### src/rtl/mem_req_ctrl.sv
// mem_req_ctrl: request sequencer in front of the 256x32 data memory.
// Accepts one read/write request at a time, drives the memory pins, and
// returns read data on a valid/ready response channel. Partial writes are
// split into a read of the old word followed by a write of the merged word.
//
//   state  | meaning
//   -------+-----------------------------------------------------------
//   IDLE   | ready for a new request, memory pins parked
//   RD     | memory read strobe, dout captured into rsp_rdata
//   RESP   | read data presented, waiting for rsp_ready
//   WR     | full-word write strobe of wdata_q
//   RMW_RD | read old word, merge_q built from it and the enabled bytes
//   RMW_WR | write merge_q back to the same address
module mem_req_ctrl #(
    parameter int AW = 8,
    parameter int DW = 32
) (
    input  logic               clk,
    input  logic               rst,
    inout  wire                dvdd,
    inout  wire                dgnd,
    input  logic               req_valid,
    output logic               req_ready,
    input  logic               req_we,
    input  logic [AW-1:0]      req_addr,
    input  logic [DW-1:0]      req_wdata,
    input  logic [DW/8-1:0]    req_be,
    output logic               rsp_valid,
    input  logic               rsp_ready,
    output logic [DW-1:0]      rsp_rdata,
    output logic               mem_en,
    output logic               mem_rw,
    output logic [AW-1:0]      mem_addr,
    output logic [DW-1:0]      mem_din,
    input  logic [DW-1:0]      mem_dout,
    output logic               mem_rstz
);

    localparam int BW = DW / 8;

    typedef enum logic [2:0] {
        IDLE   = 3'd0,
        RD     = 3'd1,
        RESP   = 3'd2,
        WR     = 3'd3,
        RMW_RD = 3'd4,
        RMW_WR = 3'd5
    } state_t;

    state_t          state, state_nxt;
    logic [AW-1:0]   addr_q;
    logic [DW-1:0]   wdata_q;
    logic [BW-1:0]   be_q;
    logic [DW-1:0]   merge_q;
    logic [DW-1:0]   merge_d;
    logic [DW-1:0]   rdata_q;
    logic            accept;

    // Supply pins only pass through this block; tie them off logically.
    logic unused_supply;
    assign unused_supply = dvdd ^ dgnd;

    assign req_ready = (state == IDLE) & ~rst;
    assign accept    = req_valid & req_ready;
    assign rsp_rdata = rdata_q;
    assign mem_rstz  = ~rst;

    // State register.
    always_ff @(posedge clk) begin
        if (rst) state <= IDLE;
        else     state <= state_nxt;
    end

    // Request capture, read-data capture and merged-word capture.
    always_ff @(posedge clk) begin
        if (rst) begin
            addr_q  <= '0;
            wdata_q <= '0;
            be_q    <= '0;
            merge_q <= '0;
            rdata_q <= '0;
        end else begin
            if (accept) begin
                addr_q  <= req_addr;
                wdata_q <= req_wdata;
                be_q    <= req_be;
            end
            if (state == RD)     rdata_q <= mem_dout;
            if (state == RMW_RD) merge_q <= merge_d;
        end
    end

    // Byte-lane merge of new write data over the word currently in memory.
    always_comb begin
        merge_d = mem_dout;
        for (int i = 0; i < BW; i++) begin
            if (be_q[i]) merge_d[8*i +: 8] = wdata_q[8*i +: 8];
        end
    end

    // Next-state logic; a write with no enabled bytes is absorbed in IDLE.
    always_comb begin
        state_nxt = state;
        case (state)
            IDLE: begin
                if (accept) begin
                    if (!req_we)          state_nxt = RD;
                    else if (&req_be)     state_nxt = WR;
                    else if (|req_be)     state_nxt = RMW_RD;
                    else                  state_nxt = IDLE;
                end
            end
            RD:      state_nxt = RESP;
            RESP:    if (rsp_ready) state_nxt = IDLE;
            WR:      state_nxt = IDLE;
            RMW_RD:  state_nxt = RMW_WR;
            RMW_WR:  state_nxt = IDLE;
            default: state_nxt = IDLE;
        endcase
    end

    // Memory pin and response outputs; everything is parked while rst is high
    // so a write in flight cannot strobe during reset.
    always_comb begin
        mem_en    = 1'b0;
        mem_rw    = 1'b1;
        mem_addr  = '0;
        mem_din   = '0;
        rsp_valid = 1'b0;
        if (!rst) begin
            case (state)
                RD, RMW_RD: begin
                    mem_en   = 1'b1;
                    mem_addr = addr_q;
                end
                WR: begin
                    mem_en   = 1'b1;
                    mem_rw   = 1'b0;
                    mem_addr = addr_q;
                    mem_din  = wdata_q;
                end
                RMW_WR: begin
                    mem_en   = 1'b1;
                    mem_rw   = 1'b0;
                    mem_addr = addr_q;
                    mem_din  = merge_q;
                end
                RESP:    rsp_valid = 1'b1;
                default: ;
            endcase
        end
    end

endmodule

### config.mk
export PLATFORM = sky130hd
export DESIGN_NAME = mem_req_ctrl
export DESIGN_NICKNAME = d
export VERILOG_FILES = /design/src/rtl/mem_req_ctrl.sv
export SDC_FILE = /design/constraint.sdc
export NUM_CORES = 1
export LEC_CHECK = 0
export CAP_MARGIN = 20
export CORE_ASPECT_RATIO = 1.1
export CORE_MARGIN = 2
export CORE_UTILIZATION = 45
export DETAILED_ROUTE_END_ITERATION = 10
export GPL_ROUTABILITY_DRIVEN = 0
export PLACE_DENSITY = 0.87
export REMOVE_ABC_BUFFERS = 1
export SYNTH_ARGS = -nofsm -noshare
export SYNTH_HDL_FRONTEND = slang
export SYNTH_SLANG_ARGS = --single-unit
### constraint.sdc
create_clock -name clk -period 1.8 [get_ports clk]
set_input_delay 0.18 -clock clk [delete_from_list [all_inputs] [get_ports clk]]
set_output_delay 0.18 -clock clk [all_outputs]
set_load 0.1 [all_outputs]
==> flow_summary_export.csv <==
group,metric,value,unit
layout,finalNetCount,742,
clock_network,clockBufferDepth,2,
setup_path,cp.arrival,1.71,ns
yosys,synth_area_leaders,"dfxtp_1 43%, mux2_4 12%, a211oi_2 6.8%",
yosys,ys_warn_count,0,
yosys,syn_avg_cell_area,10.3,um^2
floorplan,start_util,45.7,%
yosys,synth_seq_cells,111,
timing,max_slew_margin,60.7,%
power_and_ir_drop,clockPowerShare,31.2,%
global_route,grt_first_pass_wirelength,22400,um
power_and_ir_drop,peakVddDrop,535,uV
floorplan,ios,160,
place,dp_slack,0.0624,ns
yosys,syn-instance-count,503,
setup_path,critical_path_required,1.62,ns
clock_network,cts_root_buffer,"clkbuf_16",
timing,finalHoldViolCount,0,
layout,antennaDiodeCount,0,
setup_path,crit_chain,"buf_6, nor3_4, buf_6, buf_12, a22o_1, buf_12",
global_route,grt_pass1_vias,4483,
floorplan,die_w,106,um
setup_path,cp_slowest_stage_delay,0.33,ns
power_and_ir_drop,p_leak,3.23,nW
global_route,track_usage,23.1,%
floorplan,dieArea,12400,um^2
floorplan,fp-row-count,41,
place,dpl-instance-area,7280,um^2
setup_path,end_kind,"primary output",
clock_network,hold_buffers,0,
layout,drive_gt1_share,36.7,%
place,port_buffers,157,
clock_network,clkTransAtPathRegs,0.07,ns
routing,drc,0,
timing,tightest_slew,0.589,ns
layout,multiInputGateArea,2980,um^2
routing,top_layer,"met4",
timing,drv_slew,0,
global_route,antenna_found_initial,0,
routing,vias,4345,
timing,layout_setup_ws,-0.0862,ns
power_and_ir_drop,p_total,6.23,mW
power_and_ir_drop,p_int,4.37,mW
layout,layout.area.seq,2230,um^2
clock_network,cts.sinks,111,
layout,final_cell_area,8010,um^2
power_and_ir_drop,combPwrFrac,23.4,%
status,violations,"negative setup slack",
clock_network,cts_tree,"built",
power_and_ir_drop,power.switching,1.86,mW
timing,finalSetupViolations,27,
routing,wl_per_cell,17.9,um
yosys,synth-seq-area-share,42.9,%
routing,vias_per_cell,5.34,
place,dp_hpwl,9580,um
layout,stdcell_count,813,
routing,wl_met2,7570,um
power_and_ir_drop,p_seq_share,45.4,%
timing,fin_skew,0.00987,ns
yosys,ys_types,34,
setup_path,cp_max_fo,11,
power_and_ir_drop,powerDensity,778,nW/um^2
global_route,grt-ovfl-total,0,
global_route,grt_max_degree,55,
floorplan,core,11300,um^2
routing,ant_nets,0,
setup_path,worstSetupPathType,"register to primary output",
yosys,syn_area,5180,um^2
routing,wl,14600,um
setup_path,crit_slowest_cell,"dfxtp_2",
timing,fin_crit,1.89,ns
timing,rsz0062_at_grt,"yes",
place,dp_cells,788,
status,status,"finished with violations",
floorplan,die_h,117,um
layout,fillCellCount,760,
timing,untimed_endpoints,2,
timing,clock.fmax,530,MHz
clock_network,cts_buffers,9,
setup_path,start_kind,"register",
layout,area_growth,54.6,%
clock_network,worstSkewPairLatency,0.34,ns
routing,drt_iter0_markers,145,
min_path,hold_class,"primary input to register",
clock_network,ctsHtreeMaxLevel,3,
run,max_cap_violations,0,
yosys,synth_top_area_share,42.9,%
timing,period_share,105,%
power_and_ir_drop,swShare,29.9,%
routing,met1Wirelength,5990,um
yosys,synth_top_area_cell,"dfxtp_1",
routing,dr_wl_met3,784,um
routing,dr.pass1.iters,4,
==> layer usage <==
metal  up-vias  track usage (%)
met4         0             7.98
met1      2133             27.6
met3        19             5.80
met2       132             40.8
met5         -                0
li1       2061                -
==> sequential cells by signal, summed over array words and instances, names as in the netlist <==
name / cells
rsp_rdata: 32
wdata_q: 32
state: 3
merge_q: 32
be_q: 4
addr_q: 8
==> power groups by stage <==
stage,Clock (mW),Combinational (mW),Sequential (mW)
floorplan,0,0.649,3.07
global placement,0,1.39,2.84
detailed placement,0,1.42,2.85
CTS,1.98,1.45,2.81
global route,2.08,1.54,2.85
finish,1.94,1.46,2.82
==> worst paths after layout <==
| check | start | endpoint | slack [ns] | depth (start not counted) |
|---|---|---|---|---|
| setup reg to reg | state[1] | rsp_rdata[29] | 0.17 | 6 |
| hold reg to reg | rsp_rdata[16] | rsp_rdata[16] | 0.46 | 2 |
| setup / recovery | state[2] | mem_din[27] | -0.09 | 6 |
| hold / removal | rst | be_q[1] | 0.28 | 3 |
==> critical path: cells and delay by family, from the launching register on <==
kind | cells | cell delay (ns)
buffers and inverters | 4 | 0.65
DFF | 1 | 0.33
and+or+nand+nor | 1 | 0.21
AOI/OAI and AO/OA | 1 | 0.19
==> placed cells by master, fill, tap and decap left out, types with 2 or more instances in the layout <==
cell / synthesis / layout
dfxtp_1: 111 / 108
clkdlybuf4s50_1: 0 / 79
nand2_1: 67 / 67
buf_12: 0 / 54
buf_4: 7 / 51
nor2b_1: 52 / 44
mux2_4: 40 / 40
mux2i_1: 33 / 33
nor2_1: 34 / 33
a21oi_1: 32 / 32
a22o_4: 0 / 29
a211oi_2: 28 / 28
clkbuf_16: 0 / 9
nor2b_2: 0 / 8
a211oi_1: 5 / 5
mux2_2: 4 / 4
a22o_1: 32 / 3
buf_6: 7 / 3
nor3b_4: 0 / 2
nand4_1: 2 / 2
clkbuf_1: 9 / 2
clkinv_2: 0 / 2
buf_8: 0 / 2
dfxtp_4: 0 / 2
==> synthesized netlist by cell type <==
cell type    n
buf_4        7
nand3_1      1
a21boi_0     1
nor4b_1      1
nor4b_4      1
nor2_1      34
nand4_1      2
buf_1        6
nand2_4      1
nand2_1     67
nor2b_1     52
inv_1        2
or4_1        1
nor3_2       1
nor4_4       1
buf_6        7
a211oi_2    28
or3_1        1
nor3b_2      2
xor2_1       1
dfxtp_1    111
mux2_2       4
or3b_1       1
a211oi_1     5
a31oi_1      1
a21oi_1     32
mux2i_1     33
mux2_4      40
clkbuf_1     9
a22o_1      32
buf_2       15
nor3_1       1
o21ai_1      1
o21ai_0      1
==> cell type report <==
type / count / share of cell area (%)
Clock inverter: 4 / 0.594
Timing Repair Buffer: 189 / 29.0
Clock buffer: 11 / 2.91
Inverter: 2 / 0.0938
Tap cell: 150 / 2.34
Multi-Input combinational cell: 346 / 37.2
Sequential cell: 111 / 27.9
==> repair_timing <==
action                     in CTS  in global routing
setup buffers                   7                  1
setup endpoints to repair      41                 41
gates resized for setup        33                 35
pin swaps                      27                 12
cloned                          3                  0
==> cell families after synthesis <==
group                     synth area share (%)
xor gates and xnor gates                 0.169
muxes                                     18.8
buffers and inverters                     5.22
AOI/OAI and AO/OA                         16.5
and+or+nand+nor                           16.4
DFF                                       42.9
==> stage by stage <==
| stage | util [%] | setup TNS [ns] | hold WS, ns |
|---|---|---|---|
| 2_1_floorplan | - | -144.42 | 0.245 |
| 3_3_place_gp | 64.2 | 0 | 0.444 |
| 3_5_place_dp | 64.2 | 0 | 0.448 |
| 4_1_cts | 68.7 | -1.68 | 0.279 |
| 5_1_grt | 70.6 | -2.48 | 0.311 |
| 6_report | 70.6 | -0.460 | 0.281 |
(Power assumes the default switching activity.)
